==> config.mk <==
export PLATFORM = sky130hd
export DESIGN_NAME = bus_watchdog_ctrl_flat
export DESIGN_NICKNAME = d
export VERILOG_FILES = /design/src/rtl/bus_watchdog_ctrl_if.sv /design/src/rtl/bus_watchdog_ctrl.sv /design/src/flat_wrapper.sv
export SDC_FILE = /design/constraint.sdc
export NUM_CORES = 1
export LEC_CHECK = 0
export ABC_AREA = 1
export ABC_CLOCK_PERIOD_IN_PS = 1900
export CORE_MARGIN = 5
export CORE_UTILIZATION = 38
export CTS_BUF_LIST = sky130_fd_sc_hd__clkbuf_8
export DETAILED_ROUTE_END_ITERATION = 16
export PLACE_DENSITY = 0.7
export SYNTH_ARGS = -nofsm -noshare
export SYNTH_HDL_FRONTEND = slang
export SYNTH_SLANG_ARGS = --single-unit
export TNS_END_PERCENT = 100
==> constraint.sdc <==
create_clock -name clk_i -period 1.9 [get_ports clk_i]
set_clock_uncertainty 0.1 [all_clocks]
set_input_delay 0.57 -clock clk_i [delete_from_list [all_inputs] [get_ports clk_i]]
set_output_delay 0.57 -clock clk_i [all_outputs]
set_load 0.01 [all_outputs]
==> src/rtl/bus_watchdog_ctrl_if.sv <==
`default_nettype none
// +----------------------------------------------------------------------------+
// | Module   : bus_watchdog_ctrl_if                                            |
// | Brief    : Core data-bus handshake seen by the watchdog, with its abort and |
// |            synthesized error-response returns.                             |
// | Revision : 1.0                                                             |
// +----------------------------------------------------------------------------+
interface bus_watchdog_ctrl_if;
  logic bus_req_i;
  logic bus_gnt_i;
  logic bus_rvalid_i;
  logic abort_o;
  logic err_rvalid_o;

  modport master (
    output bus_req_i,
    output bus_gnt_i,
    output bus_rvalid_i,
    input  abort_o,
    input  err_rvalid_o
  );

  modport slave (
    input  bus_req_i,
    input  bus_gnt_i,
    input  bus_rvalid_i,
    output abort_o,
    output err_rvalid_o
  );
endinterface
`default_nettype wire

==> src/rtl/bus_watchdog_ctrl.sv <==
`default_nettype none
// +----------------------------------------------------------------------------+
// | Module   : bus_watchdog_ctrl                                               |
// | Brief    : Bus stall timer; on expiry aborts the fabric transfer and       |
// |            flushes pending transactions. Option macro: WDT_ERR_RSP_EN.     |
// | Revision : 1.0                                                             |
// +----------------------------------------------------------------------------+
module bus_watchdog_ctrl #(
  parameter int DATA_WIDTH = 32,
  parameter int MAX_OUTST  = 4
) (
  input  logic                  clk_i,
  input  logic                  rst_ni,
  input  logic                  wdt_enable_i,
  input  logic [DATA_WIDTH-1:0] timeout_value_i,
  input  logic                  status_clr_i,
  bus_watchdog_ctrl_if.slave    bus_if,
  output logic                  timeout_status_o,
  output logic                  timeout_irq_o
);
  localparam int              c_OW        = $clog2(MAX_OUTST + 1);
  localparam logic [c_OW-1:0] c_OUTST_MAX = c_OW'(MAX_OUTST);
  localparam logic [c_OW-1:0] c_OUTST_ONE = c_OW'(1);

  typedef enum logic [1:0] {
    S_IDLE  = 2'd0,
    S_ARMED = 2'd1,
    S_FLUSH = 2'd2
  } state_t;

  state_t                r_state, w_state_nxt;
  logic [DATA_WIDTH-1:0] r_cnt, w_cnt_nxt;
  logic [c_OW-1:0]       r_outst, w_outst_nxt;
  logic                  r_abort, r_status, r_irq;
  logic                  w_accept, w_pending, w_progress, w_stay_armed;
  logic                  w_limit_hit, w_expire;
  logic [DATA_WIDTH-1:0] w_limit;

  assign w_accept     = bus_if.bus_req_i && bus_if.bus_gnt_i;
  assign w_pending    = (r_outst != '0) || (bus_if.bus_req_i && !bus_if.bus_gnt_i);
  assign w_progress   = w_accept || bus_if.bus_rvalid_i;
  assign w_stay_armed = wdt_enable_i && w_pending && (timeout_value_i != '0);
  // >= rather than == so a live-lowered timeout below cnt still expires
  assign w_limit      = timeout_value_i - DATA_WIDTH'(1);
  assign w_limit_hit  = (r_cnt >= w_limit);

  always_comb begin
    w_state_nxt = r_state;
    w_cnt_nxt   = r_cnt;
    w_outst_nxt = r_outst;
    w_expire    = 1'b0;

    if (w_accept && !bus_if.bus_rvalid_i && (r_outst != c_OUTST_MAX)) begin
      w_outst_nxt = r_outst + c_OUTST_ONE;
    end else if (!w_accept && bus_if.bus_rvalid_i && (r_outst != '0)) begin
      w_outst_nxt = r_outst - c_OUTST_ONE;
    end

    case (r_state)
      S_IDLE: begin
        w_cnt_nxt = '0;
        if (w_stay_armed) begin
          w_state_nxt = S_ARMED;
        end
      end
      S_ARMED: begin
        if (!w_stay_armed) begin
          w_state_nxt = S_IDLE;
          w_cnt_nxt   = '0;
        end else if (w_progress) begin
          w_cnt_nxt = '0;
        end else if (w_limit_hit) begin
          w_expire    = 1'b1;
          w_state_nxt = S_FLUSH;
          w_cnt_nxt   = '0;
        end else begin
          w_cnt_nxt = r_cnt + DATA_WIDTH'(1);
        end
      end
      S_FLUSH: begin
        // Bus inputs are ignored here; only the flush drains the count.
        w_cnt_nxt = '0;
`ifdef WDT_ERR_RSP_EN
        w_outst_nxt = (r_outst != '0) ? (r_outst - c_OUTST_ONE) : r_outst;
        if (r_outst <= c_OUTST_ONE) begin
          w_state_nxt = S_IDLE;
        end
`else
        w_outst_nxt = '0;
        w_state_nxt = S_IDLE;
`endif
      end
      default: begin
        w_state_nxt = S_IDLE;
        w_cnt_nxt   = '0;
      end
    endcase
  end

  always_ff @(posedge clk_i or negedge rst_ni) begin
    if (!rst_ni) begin
      r_state  <= S_IDLE;
      r_cnt    <= '0;
      r_outst  <= '0;
      r_abort  <= 1'b0;
      r_irq    <= 1'b0;
      r_status <= 1'b0;
    end else begin
      r_state  <= w_state_nxt;
      r_cnt    <= w_cnt_nxt;
      r_outst  <= w_outst_nxt;
      r_abort  <= (w_state_nxt == S_FLUSH);
      r_irq    <= w_expire;
      r_status <= w_expire || (r_status && !status_clr_i);
    end
  end

`ifdef WDT_ERR_RSP_EN
  logic r_err;

  // One error response per FLUSH cycle that still has a granted transaction.
  always_ff @(posedge clk_i or negedge rst_ni) begin
    if (!rst_ni) begin
      r_err <= 1'b0;
    end else begin
      r_err <= (w_state_nxt == S_FLUSH) && (w_outst_nxt != '0);
    end
  end

  assign bus_if.err_rvalid_o = r_err;
`else
  assign bus_if.err_rvalid_o = 1'b0;
`endif

  assign bus_if.abort_o   = r_abort;
  assign timeout_irq_o    = r_irq;
  assign timeout_status_o = r_status;
endmodule
`default_nettype wire

==> src/flat_wrapper.sv <==
// flat-port wrapper written by rule: the top's interface ports become plain ports
module bus_watchdog_ctrl_flat 
#(
  parameter int DATA_WIDTH = 32,
  parameter int MAX_OUTST  = 4
)
  (clk_i, rst_ni, wdt_enable_i, timeout_value_i, status_clr_i, timeout_status_o, timeout_irq_o, bus_if_bus_req_i, bus_if_bus_gnt_i, bus_if_bus_rvalid_i, bus_if_abort_o, bus_if_err_rvalid_o);
  bus_watchdog_ctrl_if bus_if_i ();
  input  logic clk_i;
  input  logic rst_ni;
  input  logic wdt_enable_i;
  input  logic [DATA_WIDTH-1:0] timeout_value_i;
  input  logic status_clr_i;
  output logic timeout_status_o;
  output logic timeout_irq_o;
  input wire logic [$bits(bus_if_i.bus_req_i)-1:0] bus_if_bus_req_i;
  input wire logic [$bits(bus_if_i.bus_gnt_i)-1:0] bus_if_bus_gnt_i;
  input wire logic [$bits(bus_if_i.bus_rvalid_i)-1:0] bus_if_bus_rvalid_i;
  output wire logic [$bits(bus_if_i.abort_o)-1:0] bus_if_abort_o;
  output wire logic [$bits(bus_if_i.err_rvalid_o)-1:0] bus_if_err_rvalid_o;
  assign bus_if_i.bus_req_i = bus_if_bus_req_i;
  assign bus_if_i.bus_gnt_i = bus_if_bus_gnt_i;
  assign bus_if_i.bus_rvalid_i = bus_if_bus_rvalid_i;
  assign bus_if_abort_o = bus_if_i.abort_o;
  assign bus_if_err_rvalid_o = bus_if_i.err_rvalid_o;
  bus_watchdog_ctrl #(.DATA_WIDTH(DATA_WIDTH), .MAX_OUTST(MAX_OUTST)) u_core (.clk_i(clk_i), .rst_ni(rst_ni), .wdt_enable_i(wdt_enable_i), .timeout_value_i(timeout_value_i), .status_clr_i(status_clr_i), .bus_if(bus_if_i), .timeout_status_o(timeout_status_o), .timeout_irq_o(timeout_irq_o));
endmodule
# Yosys cells after proc, flatten, opt, wreduce, memory -nomap -nowiden
# Cells that the tools add are included.
# W data, S select, Z words.
[word_totals]
regBits = 40
out_inout_bits = 4
word_cells = 51
[op_classes]
addsub = 4
order_cmp = 1
n_eq_ne = 4
muxes = 16
n_reduce_logical = 20
[ops]
columns = ["op", "n"]
rows = [
  ["$mux W32", 4],
  ["$add A32 B1 Y32 const B", 1],
  ["$ge A32 B32 Y1", 1],
  ["$reduce_bool A32 Y1", 1],
  ["$sub A32 B1 Y32 const B", 1],
  ["$logic_and A1 B1 Y1", 9],
  ["$mux W3", 3],
  ["$mux W2", 4],
  ["$reduce_bool A3 Y1", 2],
  ["$eq A2 B2 Y1 const B", 2],
  ["$logic_not A1 Y1", 4],
  ["$mux W1", 4],
  ["$pmux W2 S2", 1],
  ["$add A3 B1 Y3 const B", 1],
  ["$logic_or A1 B1 Y1", 3],
  ["$ne A3 B3 Y1 const B", 1],
  ["$sub A3 B1 Y3 const B", 1],
  ["$eq A2 B1 Y1 const B", 1],
  ["$logic_not A2 Y1", 1],
]

# Logic depth before layout (Yosys ltp)
# Gate-level depths: netlist (run 1).
[depth]
word_depth = 8
mapped_depth = 23
mapped_depth_nobuf = 23

# Worst setup path before layout (run 1)
# Ideal clock, no wire load.
[synth_path]
path_kind = "in2reg"
startpoint = "input timeout_value_i[0]"
endpoint = "register u_core.r_cnt[13]"
arrival_ns = 2.745
slack_ns = -1.066
stages = 18
cell_sequence = "inv_1 ha_1 nand2_2 nor2_4 nand4_1 nor3b_2 nand2_1 xor2_1 ha_1 nand2_1 nor2_1 nand4_1 a21oi_1 nor2_1 nand3_2 buf_6 buf_6 nor2_1"
[synth_between]
elab_chain_len = 6
[synth_rtl]
columns = ["item", "line", "source"]
rows = [
  ["from (decl)", "flat_wrapper.sv:12", "input logic [DATA_WIDTH-1:0] timeout_value_i;"],
  ["$sub A32 B1 Y32", "bus_watchdog_ctrl.sv:44", "assign w_limit = timeout_value_i - DATA_WIDTH'(1);"],
  ["$ge A32 B32 Y1", "bus_watchdog_ctrl.sv:45", "assign w_limit_hit = (r_cnt >= w_limit);"],
  ["$mux W32", "bus_watchdog_ctrl.sv:72", "end else if (w_limit_hit) begin"],
  ["$mux W32", "bus_watchdog_ctrl.sv:70", "end else if (w_progress) begin"],
  ["$mux W32 *", "bus_watchdog_ctrl.sv:67", "if (!w_stay_armed) begin"],
  ["$mux W32 *", "bus_watchdog_ctrl.sv:59", "case (r_state)"],
  ["named net u_core.w_cnt_nxt[13]", "bus_watchdog_ctrl.sv:32", "logic [DATA_WIDTH-1:0] r_cnt, w_cnt_nxt;"],
  ["to (signal assigned)", "bus_watchdog_ctrl.sv:110", "r_cnt <= w_cnt_nxt;"],
  ["to (decl)", "bus_watchdog_ctrl.sv:32", ""],
]
# The timed path passes the listed nets; every way through them passes the cells marked *.
# A chain may end at the register's enable or synchronous reset.

# Worst setup path after layout (run 1)
[layout_path]
startpoint = "input timeout_value_i[21]"
endpoint = "register u_core.r_cnt[20]"
# Same word-level chain as after synthesis.

==> results of run 1 <==
## through the flow
step | util [%] | power, uW
2_1_floorplan | - | 1251
3_3_place_gp | 51.51 | 1499
3_5_place_dp | 51.51 | 1537
4_1_cts | 56.30 | 2173
5_1_grt | 58.23 | 2318
6_report | 58.23 | 2186
## state kept, by name, indices dropped and copies added, names as in the netlist
register,count
u_core.r_cnt,32
u_core.r_outst,3
u_core.timeout_irq_o,1
u_core.r_state,2
u_core.timeout_status_o,1
u_core.bus_if.abort_o,1
## cell type report
cell class / instances / area share, %
clock inverter: 2 / 0.1553
inverter: 76 / 5.325
tap: 133 / 2.951
sequential: 40 / 17.75
clock buffer: 5 / 1.220
multi-input combinational: 423 / 48.81
timing repair buffer: 156 / 23.79
## worst register-to-register path: cells and delay by family (launching register included)
family                   cells  cell delay, ns
AO/OA/AOI/OAI                2            0.28
adder cells (fa/ha/maj)      1            0.32
buffers and inverters        2            0.32
flip-flops                   1            0.39
AND/OR/NAND/NOR              6            0.58
## synth_stat cells
cell | n | area, um2
sky130_fd_sc_hd__a21o_1 | 3 | 22.52
sky130_fd_sc_hd__a21oi_1 | 14 | 70.07
sky130_fd_sc_hd__a31o_2 | 1 | 8.760
sky130_fd_sc_hd__a31oi_1 | 1 | 6.260
sky130_fd_sc_hd__and3_1 | 1 | 6.260
sky130_fd_sc_hd__buf_2 | 1 | 5.000
sky130_fd_sc_hd__buf_4 | 1 | 7.510
sky130_fd_sc_hd__buf_6 | 2 | 22.52
sky130_fd_sc_hd__clkinv_2 | 1 | 5.000
sky130_fd_sc_hd__conb_1 | 1 | 3.750
sky130_fd_sc_hd__dfrtp_1 | 40 | 1001
sky130_fd_sc_hd__fa_1 | 1 | 20.02
sky130_fd_sc_hd__ha_1 | 35 | 437.9
sky130_fd_sc_hd__inv_1 | 74 | 277.8
sky130_fd_sc_hd__inv_2 | 1 | 3.750
sky130_fd_sc_hd__nand2_1 | 123 | 461.7
sky130_fd_sc_hd__nand2_2 | 5 | 31.28
sky130_fd_sc_hd__nand2_4 | 1 | 11.26
sky130_fd_sc_hd__nand3_1 | 19 | 95.09
sky130_fd_sc_hd__nand3_2 | 3 | 30.03
sky130_fd_sc_hd__nand3b_1 | 1 | 7.510
sky130_fd_sc_hd__nand4_1 | 13 | 81.33
sky130_fd_sc_hd__nor2_1 | 105 | 394.1
sky130_fd_sc_hd__nor2_2 | 6 | 37.54
sky130_fd_sc_hd__nor2_4 | 6 | 67.56
sky130_fd_sc_hd__nor3_1 | 18 | 90.09
sky130_fd_sc_hd__nor3_2 | 4 | 40.04
sky130_fd_sc_hd__nor3_4 | 1 | 16.27
sky130_fd_sc_hd__nor3b_2 | 1 | 12.51
sky130_fd_sc_hd__nor4_1 | 2 | 12.51
sky130_fd_sc_hd__o21ai_0 | 11 | 55.05
sky130_fd_sc_hd__xnor2_1 | 23 | 201.4
sky130_fd_sc_hd__xor2_1 | 24 | 210.2
## power by group through the flow
stage,Sequential [uW],Clock [uW],Combinational (uW)
floorplan,945,0,307
global placement,950,0,550
detailed placement,955,0,581
CTS,942,552,679
global route,951,585,783
finish,946,538,702
## kinds of logic (layout without fill, tap and decap cells)
kind of cell               Yosys count  in the layout  synth area share (%)
AOI/OAI and AO/OA                   30             30                 4.333
xor gates and xnor gates            47             47                 10.97
adders and majority gates           36             36                 12.20
buffers and inverters               80            239                 8.566
DFF                                 40             40                 26.67
other                                1              1               0.09990
and+or+nand+nor                    309            309                 37.17
## routing by layer
metal / track usage, % / up-vias / wire length [um]
met1: 22.91 / 1868 / 4585
met2: 32.87 / 75 / 5480
li1: - / 2039 / -
met4: 4.452 / 0 / 195
met5: 0 / - / 0
met3: 2.055 / 18 / 304
## timing repair
item | 4_1_cts | 5_1_grt
pin swaps | 31 | 17
resized for setup | 102 | 43
cloned | 1 | 1
endpoints found under the setup margin | 38 | 38
setup buffers | 22 | 9
## final timing paths
kind,endpoint,slack (ns),cells after the start
setup / recovery,u_core.r_cnt[20],-1.22,17
hold / removal,u_core.r_outst[2],0.05,1
setup reg to reg,u_core.r_cnt[20],-0.16,11
hold reg to reg,u_core.timeout_status_o,0.39,2
max in group asynchronous,u_core.r_cnt[9],1.20,2
min in group clk_i,u_core.timeout_status_o,0.39,2
==> results.toml, run 1 <==
[outcome]
run_status = "finished, violations left"
violations = "setup timing"

[clocking]
cts.reportedPaths.clkPinSlew_ns = 0.08
post_cts_hold_buffers = 0
htree_levels = 2
worstSkewPairLatency_ns = 0.29
cts-root-buf = "sky130_fd_sc_hd__clkbuf_8"
clk_path_buf_depth = 2
cts.sink_count = 40
number_of_buffers_created_by_cts = 5
tritoncts = "yes"

[layout]
layout.cell_area.non_filler_um2 = 5639
fillCellCount = 847
fin_cells = 835
final_nets = 777
areaGrowthSynthToFinish_pct = 50.23
multi_input_comb_area_um2 = 2753
layout.area.seq_um2 = 1001
mostFrequentLayoutCell = "sky130_fd_sc_hd__nand2_1"
commonest_cells_after_routing_fill_and_taps_aside = "116 x sky130_fd_sc_hd__nand2_1, 108 x sky130_fd_sc_hd__buf_4, 67 x sky130_fd_sc_hd__inv_1"
drive_gt1_share_pct = 32.91
insertedDiodeCount = 0

[critical_path]
crit_fanout = 6
classification_of_the_worst_setup_path = "input port to flip-flop"
arrival_ns = 3.25
worst-endpoint-required_ns = 2.03
worstPathCellList = "clkdlybuf4s50_1 -> nor2_2 -> nand2_1 -> nor2_2 -> nand3_2 -> nor2_1 -> xor2_1 -> ha_1 -> nand2_1 -> nor2_4 -> nand2_1 -> nand3_1 -> nor2_2 -> nand3_4 -> buf_12 -> clkbuf_16 -> a21oi_2"
setup.worst_path.start = "timeout_value_i[21]"
slowest_delay_ns = 0.47
path_buf_inv = 3
cpMaxStageDelayCell = "sky130_fd_sc_hd__clkdlybuf4s50_1"
worst_path_dominant_cell_family = "simple AND/OR/NAND/NOR gates"
timing.critical_path.to_type = "flip-flop"
worst_r2r_startpoint = "u_core.r_cnt[7]"
critical_path.startpoint_type = "input port"

[drt]
route.final.wire_length_mm = 10.57
dr.first_iter.drc_count = 220
number_of_routed_nets_with_antenna_violations = 0
drt_pre_antenna_iters = 4
detailroute.via_count = 4000
drc = 0
routed_wire_length_per_instance_um = 12.65
drt-vias-per-instance = 4.790

[sta]
post-route-min-period_ns = 3.123
rsz0062_at_grt = "true"
final.hold.worst_slack_ns = 0.04530
max_freq_ghz = 0.3202
setup_violations = 37
fin_crit_sh_pct = 164.3
final-max-slew-violation-count = 0
layout_setup_ws_ns = -1.223
report.final.hold_viol_count = 0
timing.setup.tns_ns = -43.61

[power]
vdd_ir_drop_max_mv = 0.2876
pwr_density_cell_nw_per_um2 = 387.7
switching_power_of_the_nets_uw = 694.9
clockPowerShare_pct = 24.6
netSwitchingFraction_pct = 31.79
total_internal_power_uw = 1491
seqPwrFrac_pct = 43.3
power.leakage_uw = 0.002704
pwr-share-comb_pct = 32.1

[global_routing]
pin_count_of_the_biggest_net_entering_global_routing = 21
groute.usage.overall_pct = 18.15
globalRouteOverflowTotal = 0
antenna_found_initial = 0
wire_length_of_the_first_global_routing_pass_mm = 17.57
grt_pass1_vias = 3972

[yosys]
synth.ff_latch_count = 40
number_of_warnings_reported_in_the_yosys_synthesis_log = 0
synthesis.area_um2 = 3754
post_synthesis_sequential_area_ratio_pct = 26.67
synthDistinctLibCells = 33
synth.net_count = 618
syn-instance-count = 543
synthesis.area_per_instance_um2 = 6.913

[floorplanning]
floorplan.io_pins = 43
core_region_area_um2 = 9684
die_area_um2 = 11970
floorplan.die.height_um = 109.4
die_width_um = 109.4
floorplan.initialDensity_pct = 38.76
core.rowCount = 36

[placement]
weighted_congestion_at_the_end_of_routability_driven_global_placement = 0.8912
number_of_port_buffers = 41
hpwlAfterDp_mm = 8.054
place.detailed.instances = 796
preCtsSetupSlack_ns = -1.852
postPlaceCellArea_um2 = 4989

[hold_path]
hold_path.class = "input port to asynchronous set/reset pin"

[flow_run]
maxCapViolations = 0
(Power assumes the default switching activity.)
==> inputs of run 2 (changes only) <==
--- a/config.mk
+++ b/config.mk
@@ -12,6 +12,7 @@
 export CTS_BUF_LIST = sky130_fd_sc_hd__clkbuf_8
 export DETAILED_ROUTE_END_ITERATION = 16
 export PLACE_DENSITY = 0.7
+export RECOVER_POWER = 50
 export SYNTH_ARGS = -nofsm -noshare
 export SYNTH_HDL_FRONTEND = slang
 export SYNTH_SLANG_ARGS = --single-unit
==> results.toml, run 2 (synthesized netlist as in run 1, its figures left out) <==
[sta]
layout_setup_ws_ns = -1.220
rsz0062_at_grt = "true"
final.hold.worst_slack_ns = 0.1399
report.final.hold_viol_count = 0
final-max-slew-violation-count = 0
setup_violations = 37
max_freq_ghz = 0.3206
max_slew.worst_pin.slew_ns = 0.9463
max_slew_margin_pct = 36.81
post-route-min-period_ns = 3.120
fin_crit_sh_pct = 164.2

[layout]
final_nets = 777
mostFrequentLayoutCell = "sky130_fd_sc_hd__nand2_1"
layout.area.seq_um2 = 1001
top_register = "u_core.r_cnt"
largest_register_ff_count = 32
largestRegisters = "u_core.r_cnt: 32 flops, u_core.r_outst: 3 flops, u_core.r_state: 2 flops"
insertedDiodeCount = 0
areaGrowthSynthToFinish_pct = 50.00
drive_gt1_share_pct = 32.62
final_core_util_pct = 58.14
multi_input_comb_area_um2 = 2753
commonest_cells_after_routing_fill_and_taps_aside = "116 x sky130_fd_sc_hd__nand2_1, 108 x sky130_fd_sc_hd__buf_4, 67 x sky130_fd_sc_hd__inv_1"
fillCellCount = 850

[clocking]
cts.reportedPaths.clkPinSlew_ns = 0.08
htree_levels = 2
tritoncts = "yes"
clk_path_buf_depth = 2
number_of_buffers_created_by_cts = 5
cts.sink_count = 40
worstSkewPairLatency_ns = 0.29
cts-root-buf = "sky130_fd_sc_hd__clkbuf_8"

[critical_path]
cpMaxStageDelayCell = "sky130_fd_sc_hd__clkdlybuf4s50_1"
slowest_delay_ns = 0.47
crit_fanout = 6
worst-endpoint-required_ns = 2.03
timing.critical_path.to_type = "flip-flop"
worstPathCellList = "clkdlybuf4s50_1 -> nor2_2 -> nand2_1 -> nor2_2 -> nand3_2 -> nor2_1 -> xor2_1 -> ha_1 -> nand2_1 -> nor2_4 -> nand2_1 -> nand3_1 -> nor2_2 -> nand3_4 -> buf_12 -> clkbuf_16 -> a21oi_2"
ff2ff_setup_slack_ns = -0.17
critical_path.startpoint_type = "input port"
arrival_ns = 3.25
classification_of_the_worst_setup_path = "input port to flip-flop"

[drt]
drt-vias-per-instance = 4.804
drc = 0
number_of_routed_nets_with_antenna_violations = 0
dr.first_iter.drc_count = 205
drt_pre_antenna_iters = 7
route.final.wire_length_mm = 10.58
detailroute.via_count = 4011
routed_wire_length_per_instance_um = 12.67

[power]
power.leakage_uw = 0.002705
pwr_density_cell_nw_per_um2 = 387.9
vdd_ir_drop_max_mv = 0.2857

[global_routing]
globalRouteOverflowTotal = 0
groute.usage.overall_pct = 18.15
wire_length_of_the_first_global_routing_pass_mm = 17.57
pin_count_of_the_biggest_net_entering_global_routing = 21
grt_pass1_vias = 3972
antenna_found_initial = 0

[floorplanning]
core_region_area_um2 = 9684
core.rowCount = 36
floorplan.initialDensity_pct = 38.76
floorplan.die.height_um = 109.4
die_width_um = 109.4
die_area_um2 = 11970
floorplan.io_pins = 43

[hold_path]
hold_path.class = "input port to asynchronous set/reset pin"

[placement]
preCtsSetupSlack_ns = -1.852
number_of_port_buffers = 41
hpwlAfterDp_mm = 8.054
weighted_congestion_at_the_end_of_routability_driven_global_placement = 0.8912

[outcome]
run_status = "finished, violations left"
violations = "setup timing"

[flow_run]
maxCapViolations = 0
-- run 2: cell count changes in the layout (fill, tap and decap cells not counted), sizes merged --
cell,delta
dlymetal6s2s,+1
clkbuf,+1
buf,-2
-- run 2: final cells by class --
| cell class | instances | share of cell area, % |
|---|---|---|
| well taps | 133 | 2.956 |
| inverters | 76 | 5.333 |
| multi-input cells | 423 | 48.89 |
| clock buffers | 5 | 1.222 |
| flip-flops and latches | 40 | 17.78 |
| repair buffers | 156 | 23.67 |
| clock inverters | 2 | 0.1556 |
-- run 2: stage by stage --
stage / TNS, ns / area [um2] / power, uW / instances
2_1_floorplan: -33.91 / 3791 / 1251 / 543
3_3_place_gp: -63.81 / 4989 / 1499 / 796
3_5_place_dp: -68.37 / 4989 / 1537 / 796
4_1_cts: -40.54 / 5453 / 2173 / 826
5_1_grt: -49.52 / 5630 / 2315 / 835
6_report: -43.48 / 5630 / 2184 / 835
-- run 2: worst paths after layout --
check	startpoint	end	depth (start not counted)
hold reg to reg	u_core.timeout_status_o	u_core.timeout_status_o	2
setup reg to reg	u_core.r_cnt[7]	u_core.r_cnt[20]	11
hold / removal	rst_ni	u_core.r_outst[2]	1
setup / recovery	timeout_value_i[21]	u_core.r_cnt[20]	17
max in group asynchronous	rst_ni	u_core.r_cnt[12]	2
min in group clk_i	u_core.timeout_status_o	u_core.timeout_status_o	2
-- run 2: metal layers --
metal  vias up  track usage, %  part of all wire (%)
met3        23           2.055                   2.9
li1       2038               -                     -
met1      1872           22.91                    43
met5         -               0                     0
met4         0           4.452                   1.9
met2        78           32.87                    52
-- run 2: critical path: cells and delay by family --
family	cells	cell delay [ns]
adder cells (fa/ha/maj)	1	0.26
AO/OA/AOI/OAI	1	0.09
buffers and inverters	3	0.79
AND/OR/NAND/NOR	11	1.35
XOR/XNOR	1	0.19
-- run 2: power by group --
group / leakage [uW] / internal, uW / switching [uW]
sequential: 0.000552 / 891 / 54.9
clock: 0.0000452 / 245 / 295
combinational: 0.00211 / 354 / 345
total: 0.00271 / 1490 / 695
-- run 2: repair_timing --
item                       in CTS  in global routing
hold endpoints to repair        0                  0
setup endpoints to repair      38                 38
gates resized for setup       102                 43
cloned                          1                  1
pin swaps                      31                 17
buffers inserted               22                  9
hold buffers                    0                  0
